### config.mk
export PLATFORM = sky130hd
export DESIGN_NAME = id_stage_flat
export DESIGN_NICKNAME = d
export VERILOG_FILES = /design/src/rtl/id_stage_pkg.sv /design/src/rtl/id_stage_if.sv /design/src/rtl/id_operand_sel.sv /design/src/rtl/id_stage.sv /design/src/flat_wrapper.sv
export SDC_FILE = /design/constraint.sdc
export NUM_CORES = 1
export LEC_CHECK = 0
export ABC_AREA = 1
export BUFFER_PORTS_ARGS = -buffer_cell sky130_fd_sc_hd__buf_2
export CORE_MARGIN = 2
export CORE_UTILIZATION = 45
export CTS_CLUSTER_SIZE = 20
export DETAILED_ROUTE_END_ITERATION = 10
export PLACE_DENSITY = 0.74
export REMOVE_ABC_BUFFERS = 1
export SLEW_MARGIN = 10
export SYNTH_ARGS = -nofsm -noshare
export SYNTH_HDL_FRONTEND = slang
export SYNTH_SLANG_ARGS = --single-unit
export TNS_END_PERCENT = 50
### constraint.sdc
create_clock -name clk_in -period 4.14 [get_ports clk_in]
set_input_delay 0.621 -clock clk_in [delete_from_list [all_inputs] [get_ports clk_in]]
set_output_delay 0.621 -clock clk_in [all_outputs]
set_load 0.03 [all_outputs]
### src/rtl/id_stage_pkg.sv
// Shared RV32I decode constants: opcodes, funct fields, operation/type encodings
// and enable levels used by the decode stage and its operand selectors.
package id_stage_pkg;

    localparam logic [6:0] OPC_LUI    = 7'b0110111;
    localparam logic [6:0] OPC_AUIPC  = 7'b0010111;
    localparam logic [6:0] OPC_OP_IMM = 7'b0010011;
    localparam logic [6:0] OPC_OP     = 7'b0110011;

    localparam logic [2:0] F3_ADD  = 3'b000;
    localparam logic [2:0] F3_SLL  = 3'b001;
    localparam logic [2:0] F3_SLT  = 3'b010;
    localparam logic [2:0] F3_SLTU = 3'b011;
    localparam logic [2:0] F3_XOR  = 3'b100;
    localparam logic [2:0] F3_SR   = 3'b101;
    localparam logic [2:0] F3_OR   = 3'b110;
    localparam logic [2:0] F3_AND  = 3'b111;

    localparam logic [6:0] F7_BASE = 7'b0000000;
    localparam logic [6:0] F7_ALT  = 7'b0100000;

    // Register-immediate forms share the ALU operation id with their register forms.
    typedef enum logic [5:0] {
        ID_NOP   = 6'd0,
        ID_ADD   = 6'd1,
        ID_SUB   = 6'd2,
        ID_SLL   = 6'd3,
        ID_SLT   = 6'd4,
        ID_SLTU  = 6'd5,
        ID_XOR   = 6'd6,
        ID_SRL   = 6'd7,
        ID_SRA   = 6'd8,
        ID_OR    = 6'd9,
        ID_AND   = 6'd10,
        ID_LUI   = 6'd11,
        ID_AUIPC = 6'd12
    } inst_id_e;

    typedef enum logic [2:0] {
        TYPE_NOP = 3'd0,
        TYPE_R   = 3'd1,
        TYPE_I   = 3'd2,
        TYPE_U   = 3'd3
    } inst_type_e;

    localparam logic [4:0]  REG_NOP = 5'd0;
    localparam logic [31:0] ZERO    = 32'd0;

    localparam logic RD_EN  = 1'b1;
    localparam logic RD_DIS = 1'b0;
    localparam logic WR_EN  = 1'b1;
    localparam logic WR_DIS = 1'b0;

endpackage

### src/rtl/id_stage_if.sv
// Bus bundle around the decode stage: IF/ID handshake, regfile read ports,
// forwarding channels and the registered ID/EX bundle.
interface id_stage_if #(
    parameter int FWD_CH      = 3,
    parameter int XLEN        = 32,
    parameter int REG_IDX_W   = 5,
    parameter int INST_IDX_W  = 6,
    parameter int INST_TYPE_W = 3
);
    logic                        if_valid_in;
    logic                        if_ready_out;
    logic [XLEN-1:0]             pc_in;
    logic [31:0]                 inst_in;
    logic                        reg1E_out;
    logic                        reg2E_out;
    logic [REG_IDX_W-1:0]        reg1Idx_out;
    logic [REG_IDX_W-1:0]        reg2Idx_out;
    logic [XLEN-1:0]             reg1Data_in;
    logic [XLEN-1:0]             reg2Data_in;
    logic [FWD_CH-1:0]           fwdE_in;
    logic [FWD_CH-1:0]           fwdPend_in;
    logic [FWD_CH*REG_IDX_W-1:0] fwdIdx_in;
    logic [FWD_CH*XLEN-1:0]      fwdData_in;
    logic                        flush_in;
    logic                        ex_ready_in;
    logic                        ex_valid_out;
    logic                        rdE_out;
    logic [REG_IDX_W-1:0]        rdIdx_out;
    logic [INST_IDX_W-1:0]       instIdx_out;
    logic [INST_TYPE_W-1:0]      instType_out;
    logic [XLEN-1:0]             rs1Data_out;
    logic [XLEN-1:0]             rs2Data_out;
    logic [XLEN-1:0]             imm_out;
    logic [XLEN-1:0]             pc_out;
    logic                        illegal_out;

    // Decode stage view.
    modport slave (
        input  if_valid_in, pc_in, inst_in, reg1Data_in, reg2Data_in,
               fwdE_in, fwdPend_in, fwdIdx_in, fwdData_in, flush_in, ex_ready_in,
        output if_ready_out, reg1E_out, reg2E_out, reg1Idx_out, reg2Idx_out,
               ex_valid_out, rdE_out, rdIdx_out, instIdx_out, instType_out,
               rs1Data_out, rs2Data_out, imm_out, pc_out, illegal_out
    );

    // Surrounding pipeline view (fetch, regfile, forwarding network, EX).
    modport master (
        output if_valid_in, pc_in, inst_in, reg1Data_in, reg2Data_in,
               fwdE_in, fwdPend_in, fwdIdx_in, fwdData_in, flush_in, ex_ready_in,
        input  if_ready_out, reg1E_out, reg2E_out, reg1Idx_out, reg2Idx_out,
               ex_valid_out, rdE_out, rdIdx_out, instIdx_out, instType_out,
               rs1Data_out, rs2Data_out, imm_out, pc_out, illegal_out
    );

endinterface

### src/rtl/id_operand_sel.sv
// One source operand: priority forwarding mux (channel 0 = youngest) with
// load-use detection on the selected channel.
module id_operand_sel #(
    parameter int FWD_CH    = 3,
    parameter int XLEN      = 32,
    parameter int REG_IDX_W = 5
) (
    input  logic                        rd_en,
    input  logic [REG_IDX_W-1:0]        idx,
    input  logic [XLEN-1:0]             rf_data,
    input  logic [XLEN-1:0]             alt_data,
    input  logic [FWD_CH-1:0]           fwd_e,
    input  logic [FWD_CH-1:0]           fwd_pend,
    input  logic [FWD_CH*REG_IDX_W-1:0] fwd_idx,
    input  logic [FWD_CH*XLEN-1:0]      fwd_data,
    output logic [XLEN-1:0]             value,
    output logic                        hazard
);

    logic found_s;

    // Once the youngest matching channel is found, older channels cannot override it.
    always_comb begin
        value   = rf_data;
        hazard  = 1'b0;
        found_s = 1'b0;
        if (!rd_en) begin
            value = alt_data;
        end else if (idx == {REG_IDX_W{1'b0}}) begin
            value = {XLEN{1'b0}};
        end else begin
            for (int k = 0; k < FWD_CH; k++) begin
                if (!found_s && fwd_e[k] && (fwd_idx[k*REG_IDX_W +: REG_IDX_W] == idx)) begin
                    found_s = 1'b1;
                    value   = fwd_data[k*XLEN +: XLEN];
                    hazard  = fwd_pend[k];
                end else begin
                    found_s = found_s;
                end
            end
        end
    end

endmodule

### src/rtl/id_stage.sv
// RV32I integer-ALU decode stage with operand forwarding, load-use stall and a
// registered ID/EX bundle behind a valid/ready handshake.
module id_stage #(
    parameter int FWD_CH      = 3,
    parameter int XLEN        = 32,
    parameter int REG_IDX_W   = 5,
    parameter int INST_IDX_W  = 6,
    parameter int INST_TYPE_W = 3
) (
    input  logic       clk_in,
    input  logic       rst_in,
    id_stage_if.slave  bus
);
    import id_stage_pkg::*;

    logic [6:0]      opcode_s;
    logic [2:0]      funct3_s;
    logic [6:0]      funct7_s;
    logic [4:0]      rd_field_s;
    logic [4:0]      rs1_field_s;
    logic [4:0]      rs2_field_s;
    logic [XLEN-1:0] imm_i_s;
    logic [XLEN-1:0] imm_sh_s;
    logic [XLEN-1:0] imm_u_s;

    inst_id_e        dec_id_s;
    inst_type_e      dec_type_s;
    logic            dec_rd_en_s;
    logic [4:0]      dec_rd_idx_s;
    logic            dec_rs1_en_s;
    logic            dec_rs2_en_s;
    logic            dec_illegal_s;
    logic            dec_auipc_s;
    logic [XLEN-1:0] dec_imm_s;

    logic [XLEN-1:0] rs1_alt_s;
    logic [XLEN-1:0] rs1_val_s;
    logic [XLEN-1:0] rs2_val_s;
    logic            rs1_haz_s;
    logic            rs2_haz_s;
    logic            hazard_s;
    logic            out_free_s;
    logic            if_ready_s;
    logic            accept_s;

    logic                   ex_valid_r;
    logic                   rd_en_r;
    logic [REG_IDX_W-1:0]   rd_idx_r;
    logic [INST_IDX_W-1:0]  inst_idx_r;
    logic [INST_TYPE_W-1:0] inst_type_r;
    logic [XLEN-1:0]        rs1_data_r;
    logic [XLEN-1:0]        rs2_data_r;
    logic [XLEN-1:0]        imm_r;
    logic [XLEN-1:0]        pc_r;
    logic                   illegal_r;

    assign opcode_s    = bus.inst_in[6:0];
    assign rd_field_s  = bus.inst_in[11:7];
    assign funct3_s    = bus.inst_in[14:12];
    assign rs1_field_s = bus.inst_in[19:15];
    assign rs2_field_s = bus.inst_in[24:20];
    assign funct7_s    = bus.inst_in[31:25];

    assign imm_i_s  = XLEN'($signed(bus.inst_in[31:20]));
    assign imm_sh_s = XLEN'(bus.inst_in[24:20]);
    assign imm_u_s  = XLEN'($signed({bus.inst_in[31:12], 12'b0}));

    // Instruction decode; any illegal encoding collapses to a NOP bundle.
    always_comb begin
        dec_id_s      = ID_NOP;
        dec_type_s    = TYPE_NOP;
        dec_rd_en_s   = WR_DIS;
        dec_rd_idx_s  = rd_field_s;
        dec_rs1_en_s  = RD_DIS;
        dec_rs2_en_s  = RD_DIS;
        dec_illegal_s = 1'b0;
        dec_auipc_s   = 1'b0;
        dec_imm_s     = {XLEN{1'b0}};
        case (opcode_s)
            OPC_LUI: begin
                dec_id_s    = ID_LUI;
                dec_type_s  = TYPE_U;
                dec_rd_en_s = WR_EN;
                dec_imm_s   = imm_u_s;
            end
            OPC_AUIPC: begin
                dec_id_s    = ID_AUIPC;
                dec_type_s  = TYPE_U;
                dec_rd_en_s = WR_EN;
                dec_imm_s   = imm_u_s;
                dec_auipc_s = 1'b1;
            end
            OPC_OP_IMM: begin
                dec_type_s   = TYPE_I;
                dec_rd_en_s  = WR_EN;
                dec_rs1_en_s = RD_EN;
                dec_imm_s    = imm_i_s;
                case (funct3_s)
                    F3_ADD:  dec_id_s = ID_ADD;
                    F3_SLT:  dec_id_s = ID_SLT;
                    F3_SLTU: dec_id_s = ID_SLTU;
                    F3_XOR:  dec_id_s = ID_XOR;
                    F3_OR:   dec_id_s = ID_OR;
                    F3_AND:  dec_id_s = ID_AND;
                    F3_SLL: begin
                        dec_imm_s = imm_sh_s;
                        if (funct7_s == F7_BASE) dec_id_s = ID_SLL;
                        else dec_illegal_s = 1'b1;
                    end
                    F3_SR: begin
                        dec_imm_s = imm_sh_s;
                        if (funct7_s == F7_BASE) dec_id_s = ID_SRL;
                        else if (funct7_s == F7_ALT) dec_id_s = ID_SRA;
                        else dec_illegal_s = 1'b1;
                    end
                    default: dec_illegal_s = 1'b1;
                endcase
            end
            OPC_OP: begin
                dec_type_s   = TYPE_R;
                dec_rd_en_s  = WR_EN;
                dec_rs1_en_s = RD_EN;
                dec_rs2_en_s = RD_EN;
                if (funct7_s == F7_BASE) begin
                    case (funct3_s)
                        F3_ADD:  dec_id_s = ID_ADD;
                        F3_SLL:  dec_id_s = ID_SLL;
                        F3_SLT:  dec_id_s = ID_SLT;
                        F3_SLTU: dec_id_s = ID_SLTU;
                        F3_XOR:  dec_id_s = ID_XOR;
                        F3_SR:   dec_id_s = ID_SRL;
                        F3_OR:   dec_id_s = ID_OR;
                        F3_AND:  dec_id_s = ID_AND;
                        default: dec_illegal_s = 1'b1;
                    endcase
                end else if (funct7_s == F7_ALT) begin
                    case (funct3_s)
                        F3_ADD:  dec_id_s = ID_SUB;
                        F3_SR:   dec_id_s = ID_SRA;
                        default: dec_illegal_s = 1'b1;
                    endcase
                end else begin
                    dec_illegal_s = 1'b1;
                end
            end
            default: dec_illegal_s = 1'b1;
        endcase

        if (dec_illegal_s) begin
            dec_id_s     = ID_NOP;
            dec_type_s   = TYPE_NOP;
            dec_rd_en_s  = WR_DIS;
            dec_rd_idx_s = REG_NOP;
            dec_rs1_en_s = RD_DIS;
            dec_rs2_en_s = RD_DIS;
            dec_auipc_s  = 1'b0;
            dec_imm_s    = {XLEN{1'b0}};
        end else if (rd_field_s == REG_NOP) begin
            dec_rd_en_s = WR_DIS;
        end else begin
            dec_rd_en_s = dec_rd_en_s;
        end
    end

    assign bus.reg1E_out   = dec_rs1_en_s;
    assign bus.reg2E_out   = dec_rs2_en_s;
    assign bus.reg1Idx_out = dec_rs1_en_s ? REG_IDX_W'(rs1_field_s) : REG_IDX_W'(REG_NOP);
    assign bus.reg2Idx_out = dec_rs2_en_s ? REG_IDX_W'(rs2_field_s) : REG_IDX_W'(REG_NOP);

    assign rs1_alt_s = dec_auipc_s ? bus.pc_in : dec_imm_s;

    id_operand_sel #(.FWD_CH(FWD_CH), .XLEN(XLEN), .REG_IDX_W(REG_IDX_W)) u_sel_rs1 (
        .rd_en    (dec_rs1_en_s),
        .idx      (bus.reg1Idx_out),
        .rf_data  (bus.reg1Data_in),
        .alt_data (rs1_alt_s),
        .fwd_e    (bus.fwdE_in),
        .fwd_pend (bus.fwdPend_in),
        .fwd_idx  (bus.fwdIdx_in),
        .fwd_data (bus.fwdData_in),
        .value    (rs1_val_s),
        .hazard   (rs1_haz_s)
    );

    id_operand_sel #(.FWD_CH(FWD_CH), .XLEN(XLEN), .REG_IDX_W(REG_IDX_W)) u_sel_rs2 (
        .rd_en    (dec_rs2_en_s),
        .idx      (bus.reg2Idx_out),
        .rf_data  (bus.reg2Data_in),
        .alt_data (dec_imm_s),
        .fwd_e    (bus.fwdE_in),
        .fwd_pend (bus.fwdPend_in),
        .fwd_idx  (bus.fwdIdx_in),
        .fwd_data (bus.fwdData_in),
        .value    (rs2_val_s),
        .hazard   (rs2_haz_s)
    );

    assign hazard_s   = rs1_haz_s | rs2_haz_s;
    assign out_free_s = !ex_valid_r || bus.ex_ready_in;
    assign if_ready_s = out_free_s && !hazard_s && !bus.flush_in;
    assign accept_s   = bus.if_valid_in && if_ready_s;

    // ID/EX register: flush kills, accept loads, consume without accept empties, else hold.
    always_ff @(posedge clk_in or negedge rst_in) begin
        if (!rst_in) begin
            ex_valid_r  <= 1'b0;
            rd_en_r     <= WR_DIS;
            rd_idx_r    <= REG_IDX_W'(REG_NOP);
            inst_idx_r  <= INST_IDX_W'(ID_NOP);
            inst_type_r <= INST_TYPE_W'(TYPE_NOP);
            rs1_data_r  <= XLEN'(ZERO);
            rs2_data_r  <= XLEN'(ZERO);
            imm_r       <= XLEN'(ZERO);
            pc_r        <= XLEN'(ZERO);
            illegal_r   <= 1'b0;
        end else if (bus.flush_in) begin
            ex_valid_r <= 1'b0;
        end else if (accept_s) begin
            ex_valid_r  <= 1'b1;
            rd_en_r     <= dec_rd_en_s;
            rd_idx_r    <= REG_IDX_W'(dec_rd_idx_s);
            inst_idx_r  <= INST_IDX_W'(dec_id_s);
            inst_type_r <= INST_TYPE_W'(dec_type_s);
            rs1_data_r  <= rs1_val_s;
            rs2_data_r  <= rs2_val_s;
            imm_r       <= dec_imm_s;
            pc_r        <= bus.pc_in;
            illegal_r   <= dec_illegal_s;
        end else if (bus.ex_ready_in) begin
            ex_valid_r <= 1'b0;
        end else begin
            ex_valid_r <= ex_valid_r;
        end
    end

    assign bus.if_ready_out = if_ready_s;
    assign bus.ex_valid_out = ex_valid_r;
    assign bus.rdE_out      = rd_en_r;
    assign bus.rdIdx_out    = rd_idx_r;
    assign bus.instIdx_out  = inst_idx_r;
    assign bus.instType_out = inst_type_r;
    assign bus.rs1Data_out  = rs1_data_r;
    assign bus.rs2Data_out  = rs2_data_r;
    assign bus.imm_out      = imm_r;
    assign bus.pc_out       = pc_r;
    assign bus.illegal_out  = illegal_r;

endmodule

### src/flat_wrapper.sv
// flat-port wrapper written by rule: the top's interface ports become plain ports
module id_stage_flat import id_stage_pkg::*;
#(
    parameter int FWD_CH      = 3,
    parameter int XLEN        = 32,
    parameter int REG_IDX_W   = 5,
    parameter int INST_IDX_W  = 6,
    parameter int INST_TYPE_W = 3
)
  (clk_in, rst_in, bus_if_valid_in, bus_pc_in, bus_inst_in, bus_reg1Data_in, bus_reg2Data_in, bus_fwdE_in, bus_fwdPend_in, bus_fwdIdx_in, bus_fwdData_in, bus_flush_in, bus_ex_ready_in, bus_if_ready_out, bus_reg1E_out, bus_reg2E_out, bus_reg1Idx_out, bus_reg2Idx_out, bus_ex_valid_out, bus_rdE_out, bus_rdIdx_out, bus_instIdx_out, bus_instType_out, bus_rs1Data_out, bus_rs2Data_out, bus_imm_out, bus_pc_out, bus_illegal_out);
  id_stage_if #(.FWD_CH(FWD_CH), .XLEN(XLEN), .REG_IDX_W(REG_IDX_W), .INST_IDX_W(INST_IDX_W), .INST_TYPE_W(INST_TYPE_W)) bus_i ();
  input  logic clk_in;
  input  logic rst_in;
  input wire logic [$bits(bus_i.if_valid_in)-1:0] bus_if_valid_in;
  input wire logic [$bits(bus_i.pc_in)-1:0] bus_pc_in;
  input wire logic [$bits(bus_i.inst_in)-1:0] bus_inst_in;
  input wire logic [$bits(bus_i.reg1Data_in)-1:0] bus_reg1Data_in;
  input wire logic [$bits(bus_i.reg2Data_in)-1:0] bus_reg2Data_in;
  input wire logic [$bits(bus_i.fwdE_in)-1:0] bus_fwdE_in;
  input wire logic [$bits(bus_i.fwdPend_in)-1:0] bus_fwdPend_in;
  input wire logic [$bits(bus_i.fwdIdx_in)-1:0] bus_fwdIdx_in;
  input wire logic [$bits(bus_i.fwdData_in)-1:0] bus_fwdData_in;
  input wire logic [$bits(bus_i.flush_in)-1:0] bus_flush_in;
  input wire logic [$bits(bus_i.ex_ready_in)-1:0] bus_ex_ready_in;
  output wire logic [$bits(bus_i.if_ready_out)-1:0] bus_if_ready_out;
  output wire logic [$bits(bus_i.reg1E_out)-1:0] bus_reg1E_out;
  output wire logic [$bits(bus_i.reg2E_out)-1:0] bus_reg2E_out;
  output wire logic [$bits(bus_i.reg1Idx_out)-1:0] bus_reg1Idx_out;
  output wire logic [$bits(bus_i.reg2Idx_out)-1:0] bus_reg2Idx_out;
  output wire logic [$bits(bus_i.ex_valid_out)-1:0] bus_ex_valid_out;
  output wire logic [$bits(bus_i.rdE_out)-1:0] bus_rdE_out;
  output wire logic [$bits(bus_i.rdIdx_out)-1:0] bus_rdIdx_out;
  output wire logic [$bits(bus_i.instIdx_out)-1:0] bus_instIdx_out;
  output wire logic [$bits(bus_i.instType_out)-1:0] bus_instType_out;
  output wire logic [$bits(bus_i.rs1Data_out)-1:0] bus_rs1Data_out;
  output wire logic [$bits(bus_i.rs2Data_out)-1:0] bus_rs2Data_out;
  output wire logic [$bits(bus_i.imm_out)-1:0] bus_imm_out;
  output wire logic [$bits(bus_i.pc_out)-1:0] bus_pc_out;
  output wire logic [$bits(bus_i.illegal_out)-1:0] bus_illegal_out;
  assign bus_i.if_valid_in = bus_if_valid_in;
  assign bus_i.pc_in = bus_pc_in;
  assign bus_i.inst_in = bus_inst_in;
  assign bus_i.reg1Data_in = bus_reg1Data_in;
  assign bus_i.reg2Data_in = bus_reg2Data_in;
  assign bus_i.fwdE_in = bus_fwdE_in;
  assign bus_i.fwdPend_in = bus_fwdPend_in;
  assign bus_i.fwdIdx_in = bus_fwdIdx_in;
  assign bus_i.fwdData_in = bus_fwdData_in;
  assign bus_i.flush_in = bus_flush_in;
  assign bus_i.ex_ready_in = bus_ex_ready_in;
  assign bus_if_ready_out = bus_i.if_ready_out;
  assign bus_reg1E_out = bus_i.reg1E_out;
  assign bus_reg2E_out = bus_i.reg2E_out;
  assign bus_reg1Idx_out = bus_i.reg1Idx_out;
  assign bus_reg2Idx_out = bus_i.reg2Idx_out;
  assign bus_ex_valid_out = bus_i.ex_valid_out;
  assign bus_rdE_out = bus_i.rdE_out;
  assign bus_rdIdx_out = bus_i.rdIdx_out;
  assign bus_instIdx_out = bus_i.instIdx_out;
  assign bus_instType_out = bus_i.instType_out;
  assign bus_rs1Data_out = bus_i.rs1Data_out;
  assign bus_rs2Data_out = bus_i.rs2Data_out;
  assign bus_imm_out = bus_i.imm_out;
  assign bus_pc_out = bus_i.pc_out;
  assign bus_illegal_out = bus_i.illegal_out;
  id_stage #(.FWD_CH(FWD_CH), .XLEN(XLEN), .REG_IDX_W(REG_IDX_W), .INST_IDX_W(INST_IDX_W), .INST_TYPE_W(INST_TYPE_W)) u_core (.clk_in(clk_in), .rst_in(rst_in), .bus(bus_i));
endmodule
==> results of run 1 <==
[critical path: stages]
cell and delay, ps:
buf_2 100, nor2_1 240, nand2_2 150, nor2_2 150, nand2_1 130, nand2_1 110, nand2_2 80, nor2_8 130
buf_6 150, buf_4 160, nand4_1 80, nand2_1 80, nand2_1 70, nor2_1 120, nand2_1 120, nand3_2 100
nand3_1 120, nand2_2 130, nand2_1 90, nor2_4 220, buf_6 160
[layout make-up]
cell class,count,share of cell area [%]
antenna,5,0.0910
clock buffer,18,3.12
clock inverter,14,1.10
sequential,142,25.8
tap,319,2.90
multi-input combinational,1301,43.3
timing repair buffer,450,18.0
inverter,207,5.68
[synthesized netlist by cell type]
cell / n
nand2_1: 666
nand3_1: 249
inv_1: 200
dfrtp_1: 142
nor2_1: 115
nand4_1: 100
o21ai_0: 96
clkbuf_1: 64
buf_2: 30
o211ai_1: 21
buf_1: 18
buf_4: 14
nor3_1: 13
ha_1: 6
inv_2: 5
nand3_2: 5
a21oi_1: 4
nand2_2: 3
nor2_2: 3
a21oi_2: 2
a31oi_1: 2
clkinv_1: 2
o21ai_1: 2
o31ai_1: 2
a21boi_0: 1
a41oi_1: 1
buf_6: 1
conb_1: 1
nand3b_1: 1
nand4_2: 1
nor2_4: 1
nor2_8: 1
nor4_1: 1
or2_2: 1
xor2_1: 1
[repair_timing]
| action | in CTS | in global routing |
|---|---|---|
| gates resized for setup | 1 | 14 |
| pin swaps | 0 | 7 |
| setup buffers | 0 | 5 |
| cloned | 0 | 0 |
| setup endpoints to repair | 1 | 1 |
| hold endpoints to repair | 0 | 0 |
[kinds of logic after synthesis]
| kind of cell | after synthesis |
|---|---|
| AND/OR/NAND/NOR | 1160 |
| adder cells (fa/ha/maj) | 6 |
| buffers and inverters | 334 |
| AO/OA/AOI/OAI | 131 |
| XOR/XNOR | 1 |
| other | 1 |
| flip-flops | 142 |
[per-layer routing]
metal,routed length [um],share of wire [%],up-vias,track usage [%]
met5,0,0,-,0
met3,4200,9.5,112,6.70
li1,-,-,6358,-
met1,18200,41,6167,45.6
met2,20100,46,823,54.5
met4,1610,3.7,0,14.5
[registers in the layout (all words and copies together) (netlist names)]
signal and cells:
u_core.bus.imm_out 32, u_core.bus.pc_out 32, u_core.bus.rs1Data_out 32, u_core.bus.rs2Data_out 32, u_core.bus.rdIdx_out 5, u_core.bus.instIdx_out 4
u_core.bus.instType_out 2, u_core.bus.ex_valid_out 1, u_core.bus.illegal_out 1, u_core.bus.rdE_out 1
[report_power, final]
part	switching, mW	internal (mW)	leakage [nW]
clock network	0.718	0.851	0.271
logic	0.507	0.239	6.59
registers	0.0326	1.45	1.93
total	1.26	2.53	8.79
[through the flow]
stage | TNS [ps] | util (%) | hold WS (ps) | setup WS [ps] | power (mW)
after global routing | -42.4 | 58.6 | 280 | -42.4 | 3.94
after detailed placement | -30.7 | 55.7 | 454 | -30.7 | 2.24
after global placement | 0 | 55.7 | 449 | 42.1 | 2.23
after floorplan | -522660 | - | 325 | -3900 | 1.86
final | 0 | 58.6 | 231 | 187 | 3.79
after CTS | 0 | 58.2 | 289 | 52.9 | 3.80
[how the worst min path moves through the flow]
stage | cells after the start | slack, ps | to
2_1_floorplan | 0 | 330 | u_core.bus.ex_valid_out$_DFFE_PN0P_
4_1_cts | 1 | 290 | u_core.bus.rs1Data_out[15]$_DFFE_PN0P_
3_3_place_gp | 2 | 450 | u_core.bus.imm_out[5]$_DFFE_PN0P_
5_1_grt | 1 | 280 | u_core.bus.rs1Data_out[15]$_DFFE_PN0P_
6_report | 1 | 230 | u_core.bus.rs1Data_out[15]$_DFFE_PN0P_
3_5_place_dp | 2 | 450 | u_core.bus.pc_out[2]$_DFFE_PN0P_
==> impl_metrics.ini, run 1 <==
[status]
status = completed

[cts]
clkSinkCount = 142
cts.clk_slew.worst_paths_ps = 70
h-tree-depth = 4
cts_buffers = 17
clkLatencyLatePin_ps = 420
cts_tree = built
cts_root_buf = clkbuf_16
holdBufCountCts = 0
cts_max_path_buffers = 2

[worst_setup_path]
worst_ep_arrival_time_ps = 3330
r2r_start = u_core.bus.ex_valid_out$_DFFE_PN0P_
worstPathRequired_ps = 3520
start_kind = primary input
cp-startpoint = bus_inst_in[26]
crit_type = in2out
rrSetupSlack_ps = 1990
crit_path_end_kind = output pin
worstSetupEndpoint = bus_if_ready_out
cp_max_fo = 9
reg2reg_to = u_core.bus.rs2Data_out[26]$_DFFE_PN0P_
reg2reg_depth = 7

[synthesis]
synth.top_cell.area_share_pct = 33.1
synth-compound-area-share_pct = 6.79
syn_avg_cell_area_sq_um = 6.05
synth-adder-area-share_pct = 0.699
synthMuxAreaShare_pct = 0
yosys_warnings = 0
syn-cell-area_sq_um = 10700
synth_top_area_cell = dfrtp_1
synth_top_family_by_area = simple AND/OR/NAND/NOR gates
seq_area_frac_synth_pct = 33.1
synth_cells = 1775
synth_seq_cells = 142
ys_types = 35
synthSimpleGateAreaFrac_pct = 46.7
synth_area_leaders = dfrtp_1 (33%), nand2_1 (23%), nand3_1 (12%)
synth_xor_area_share_pct = 0.0815

[floorplanning]
die-area_sq_um = 25100
ioPinCount = 408
coreArea_sq_um = 23500
core.rowCount = 56
fp.dieW_um = 159
initial_core_util_pct = 45.8
fp.dieH_um = 159

[cells_and_area]
stdcell_area_sq_um = 13700
multi_input_area_sq_um = 5950
area_growth_pct = 28.0
stdcell_count = 2456
drive_above_1_share_pct = 24.4
final_cell_mix = nand2_1 (662), buf_2 (401), nand3_1 (246)
regArea_sq_um = 3550
num-fill-cells = 2387
layout_commonest_cell = nand2_1
fin_nets = 2375

[grt]
antenna_found_initial = 5
grt_max_degree = 84
grt-ovfl-total = 0
grt_first_pass_wirelength_um = 66700
grt_pass1_vias = 12400
gr-usage-all-layers_pct = 34.3

[drt]
via_per_inst = 5.48
drc_errors = 0
vias = 13500
postRouteAntennaNets = 0
totalWireLength_um = 44100
dr.pass1.iters = 5
detail_route.wl_per_cell_um = 17.9
drt-initial-drc-count = 1556

[placement]
place_area_sq_um = 13100
numPortBuffers = 404
place_congestion = 0.963
placed_cells = 2414
hpwl_um = 30500

[sta]
maxSlewHeadroom_pct = 34.9
setup_viol = 0
slew_violations = 0
worst_slew_pin_slew_ps = 974
period_share_pct = 95.5
timing.fmax_mhz = 253
final.min_clock_period_ps = 3950
hold_violations = 0
finClkSkew_ps = 9.60

[job]
drv_cap = 0

[power_and_ir_drop]
vdd_drop_max_mv = 0.239
power_density_nw_per_um2 = 276
p_leak_nw = 8.79

[min_path]
worst_hold_path_type = in2async
(Power assumes the default switching activity.)
==> inputs of run 2 (changes only) <==
CORE_UTILIZATION = 25   (was 45)
PLACE_DENSITY = not set   (was 0.74)
SLEW_MARGIN = 20   (was 10)
==> impl_metrics.ini, run 2 (same netlist as run 1, synthesis figures left out) <==
[sta]
period_share_pct = 93.3
timing.fmax_mhz = 259
slew_violations = 0
finClkSkew_ps = 16.1
timing.hold.ws_ps = 169
maxSlewHeadroom_pct = 38.4
setup_viol = 0
setup_ws_ps = 278
worst_slew_pin_slew_ps = 924
hold_violations = 0
final.min_clock_period_ps = 3860
rsz0062_at_grt = no

[placement]
numPortBuffers = 404
hpwl_um = 37500
dp_slack_ps = -104
placed_cells = 2650
place_congestion = 0.904

[grt]
antenna_found_initial = 15
grt_max_degree = 79
grt-ovfl-total = 0
grt_first_pass_wirelength_um = 77500
grt_pass1_vias = 12900
gr-usage-all-layers_pct = 23.2

[floorplanning]
fp.dieH_um = 211
ioPinCount = 408
coreArea_sq_um = 42100
core.rowCount = 75
die-area_sq_um = 44600
fp.dieW_um = 211
initial_core_util_pct = 25.5

[cells_and_area]
layout_commonest_cell = nand2_1
area_growth_pct = 31.9
stdcell_count = 2692
drive_above_1_share_pct = 24.9
fin_nets = 2389
final_cell_mix = nand2_1 (661), buf_2 (401), nand3_1 (243)

[power_and_ir_drop]
p_int_mw = 2.60
seqPwrFrac_pct = 38.7
power_switching_mw = 1.22
p_leak_nw = 8.88
power_density_nw_per_um2 = 270
switching_share_pct = 32.0
pwr-share-comb_pct = 20.0
p_clk_share_pct = 41.2
vdd_drop_max_mv = 0.288

[cts]
cts.clk_slew.worst_paths_ps = 70
clkSinkCount = 142
h-tree-depth = 4
cts_max_path_buffers = 2
cts_tree = built
cts_root_buf = clkbuf_16
clkLatencyLatePin_ps = 470
cts_buffers = 17

[worst_setup_path]
crit_path_end_kind = output pin
worst_path_max_delay_cell = nor2_4
worstPathCellList = buf_2 > nor2_1 > buf_4 > nand2_1 > inv_1 > nand2_2 > nand3_1 > nor2_4 > nor2_4 > buf_4 > nand4_1 > nand2_1 > nor2_1 > nand3_4 > nand3_4 > nand3_1 > nand2_1 > nand2_1 > nor2_4 > buf_4
start_kind = primary input
critPathMaxStageDelay_ps = 280
crit_top_cell = nand2_1
worst_ep_arrival_time_ps = 3240
reg2reg_depth = 8
crit_type = in2out
worstPathRequired_ps = 3520
cp_max_fo = 6

[job]
drv_cap = 0

[drt]
detail_route.wl_per_cell_um = 19.4
via_per_inst = 4.93
drc_errors = 0
postRouteAntennaNets = 0
totalWireLength_um = 52300
dr.pass1.iters = 6
drt-initial-drc-count = 1061
vias = 13300

[min_path]
worst_hold_path_type = in2async

[status]
status = completed
==> run 2: changes by cell type in the layout (fill, tap and decap cells not counted), sizes merged <==
cell      delta
clkinvlp     -5
diode        +4
nor2         +2
clkbuf       +5
buf         +12
bufinv       +1
clkinv       +2
inv          -5
==> run 2: path summary, 6_finish.rpt <==
check / startpoint / to / slack (ps)
worst min-delay path: rst_in / u_core.bus.rs2Data_out[18]$_DFFE_PN0P_ / 170
max in group asynchronous: rst_in / u_core.bus.imm_out[0]$_DFFE_PN0P_ / 3000
worst max register to register: u_core.bus.ex_valid_out$_DFFE_PN0P_ / u_core.bus.rs1Data_out[4]$_DFFE_PN0P_ / 1930
min in group clk_in: bus_flush_in / u_core.bus.ex_valid_out$_DFFE_PN0P_ / 340
worst min register to register: u_core.bus.pc_out[16]$_DFFE_PN0P_ / u_core.bus.pc_out[16]$_DFFE_PN0P_ / 460
worst max-delay path: bus_inst_in[29] / bus_if_ready_out / 280
==> run 2: per-stage QoR <==
step	TNS (ps)	util (%)	cell area (sq um)	total power, mW
global route	0	33.6	14200	3.99
detailed placement	-523	32.0	13500	2.27
CTS	0	33.4	14100	3.87
global placement	-51.7	32.0	13500	2.26
finish	0	33.6	14200	3.82
floorplan	-522660	-	10200	1.86
==> run 2: critical path: cells and delay by family <==
kind,cells,cell delay (ps)
buffers and inverters,5,680
and+or+nand+nor,15,1930
==> run 2: per-layer routing <==
layer | vias up | GRT usage (%) | routed length, um | share of wire [%]
li1 | 6391 | - | - | -
met1 | 6252 | 29.4 | 22400 | 43
met2 | 540 | 38.1 | 24700 | 47
met3 | 82 | 5.37 | 3730 | 7.1
met4 | 12 | 8.67 | 1290 | 2.5
met5 | - | 0 | 82 | 0.16
==> run 2: area by class of cell <==
type	instances	area [sq um]
Fill cell	4690	28000
Multi-Input combinational cell	1303	6020
Sequential cell	142	3550
Timing Repair Buffer	462	2560
Inverter	207	777
Tap cell	539	674
Clock buffer	23	468
Clock inverter	7	88.8
Antenna cell	9	22.5
==> run 2: power groups by stage <==
stage	Sequential, mW	Clock (mW)	Combinational [mW]
floorplan	1.62	0	0.234
global placement	1.50	0	0.756
detailed placement	1.50	0	0.764
CTS	1.48	1.62	0.766
global route	1.49	1.67	0.838
finish	1.48	1.58	0.765
==> run 2: what timing repair did <==
item	4_1_cts	5_1_grt
cloned	0	2
hold buffers	0	0
setup buffers	0	1
endpoints found under the hold margin	0	0
pin swaps	0	5
endpoints found under the setup margin	1	1
resized for setup	5	12
==> inputs of run 3 (changes only) <==
CORE_UTILIZATION = 30   (was 25)
RECOVER_POWER = 100   (was not set)
==> impl_metrics.ini, run 3 (same netlist as run 1, synthesis figures left out) <==
[status]
status = complete, but fails checks
violations = max-capacitance violations, max-slew violations

[placement]
place_congestion = 0.881
numPortBuffers = 404
hpwl_um = 35800

[power_and_ir_drop]
p_clk_share_pct = 43.3
switching_share_pct = 30.8
power_switching_mw = 1.21
seqPwrFrac_pct = 37.8
p_int_mw = 2.71
power_density_nw_per_um2 = 283
p_leak_nw = 8.27
p_total_mw = 3.92
vdd_drop_max_mv = 0.300
pwr-share-comb_pct = 18.9

[cells_and_area]
fin_util_pct = 39.2
drive_above_1_share_pct = 17.5
area_growth_pct = 29.1
fin_nets = 2387
final_cell_mix = nand2_1 (664), buf_2 (254), nand3_1 (244)
layout_commonest_cell = nand2_1
num-fill-cells = 3951

[cts]
cts.clk_slew.worst_paths_ps = 60
clkLatencyLatePin_ps = 450
holdBufCountCts = 0
cts_max_path_buffers = 2
cts-resized-gates = 0
clkSinkCount = 142
cts_root_buf = clkbuf_16
cts_buffers = 17
h-tree-depth = 4
cts_tree = built
post_cts_buffers = 0

[grt]
antenna_found_initial = 9
grt-ovfl-total = 0
gr-usage-all-layers_pct = 26.0
grt_pass1_vias = 12500
grt_max_degree = 87
grt_first_pass_wirelength_um = 74900

[worst_setup_path]
r2r_start = u_core.bus.ex_valid_out$_DFFE_PN0P_
crit_type = in2out
worstPathRequired_ps = 3520
cp-startpoint = bus_inst_in[28]
start_kind = primary input
crit_path_end_kind = output pin
worst_ep_arrival_time_ps = 3380
cp_max_fo = 6

[min_path]
worst_hold_path_type = in2reg
min_from = bus_flush_in

[sta]
timing.fmax_mhz = 250
final.min_clock_period_ps = 4000
hold_violations = 0
finClkSkew_ps = 7.06
slew_violations = 87
setup_viol = 0
rsz0062_at_grt = no
maxSlewHeadroom_pct = -63.2
worst_slew_pin_slew_ps = 2450
period_share_pct = 96.6
timing.hold.ws_ps = 366

[floorplanning]
coreArea_sq_um = 35400
fp.dieH_um = 193
initial_core_util_pct = 30.3
core.rowCount = 69
die-area_sq_um = 37300
ioPinCount = 408
fp.dieW_um = 193

[drt]
drt-initial-drc-count = 999
vias = 13200
dr.pass1.iters = 5
detail_route.wl_per_cell_um = 19.0
drc_errors = 0
postRouteAntennaNets = 0
totalWireLength_um = 49700
via_per_inst = 5.08

[job]
drv_cap = 1
==> run 3: cell types whose count changed in the layout (fill, tap and decap cells not counted), sizes merged <==
cell and delta:
clkinv -2, diode -5, inv +1, bufinv +2, buf -156, clkinvlp +1, nor2 -1, clkbuf +154
==> run 3: critical path, stage by stage <==
cell	delay, ps
buf_2	110
nor2_1	90
nand2_1	200
nor2_1	240
nand2_1	130
a21oi_2	250
nand3_2	110
nor2_1	390
nor2_1	90
nor2_1	240
nand3_4	130
nand3_1	110
nand3_1	90
nand2_1	100
nand2_1	90
nor2_4	140
buf_2	230
==> run 3: final timing paths <==
| kind | end | slack, ps | depth (start not counted) |
|---|---|---|---|
| max in group asynchronous | u_core.bus.rdIdx_out[1]$_DFFE_PN0P_ | 1200 | 2 |
| worst max-delay path | bus_if_ready_out | 140 | 17 |
| worst max register to register | u_core.bus.rs1Data_out[11]$_DFFE_PN0P_ | 1990 | 5 |
| worst min-delay path | u_core.bus.ex_valid_out$_DFFE_PN0P_ | 370 | 2 |
| min in group asynchronous | u_core.bus.pc_out[15]$_DFFE_PN0P_ | 850 | 1 |
| worst min register to register | u_core.bus.imm_out[1]$_DFFE_PN0P_ | 470 | 2 |
==> run 3: power by group through the flow <==
stage / sequential (mW) / combinational, mW / clock (mW)
after detailed placement: 1.50 / 0.762 / 0
after floorplan: 1.62 / 0.234 / 0
final: 1.48 / 0.740 / 1.70
after global routing: 1.49 / 0.808 / 1.80
after global placement: 1.50 / 0.759 / 0
after CTS: 1.48 / 0.763 / 1.73
==> run 3: metrics by stage <==
step | area [sq um] | cells | TNS, ps | setup WS (ps)
finish | 13900 | 2608 | 0 | 143
global route | 13900 | 2608 | 0 | 3.12
CTS | 14100 | 2603 | 0 | 235
detailed placement | 13400 | 2572 | 0 | 232
global placement | 13400 | 2572 | 0 | 236
floorplan | 10200 | 1650 | -522660 | -3900
==> run 3: layer usage <==
metal  wire length [um]  vias to the layer above  GRT usage, %
met5                 51                        -             0
met4               1670                       10          10.7
met3               3440                       95          4.72
met2              22900                      576          41.4
met1              21600                     6178          34.6
li1                   -                     6389             -
==> run 3: area by class of cell <==
cell class	count	area [sq um]	area share, %
multi-input cells	1302	5970	43.0
flip-flops and latches	142	3550	25.6
inverters	207	777	5.60
well taps	461	577	4.16
clock inverters	9	159	1.15
clock buffers	22	464	3.35
diodes	4	10.0	0.0722
repair buffers	461	2360	17.0
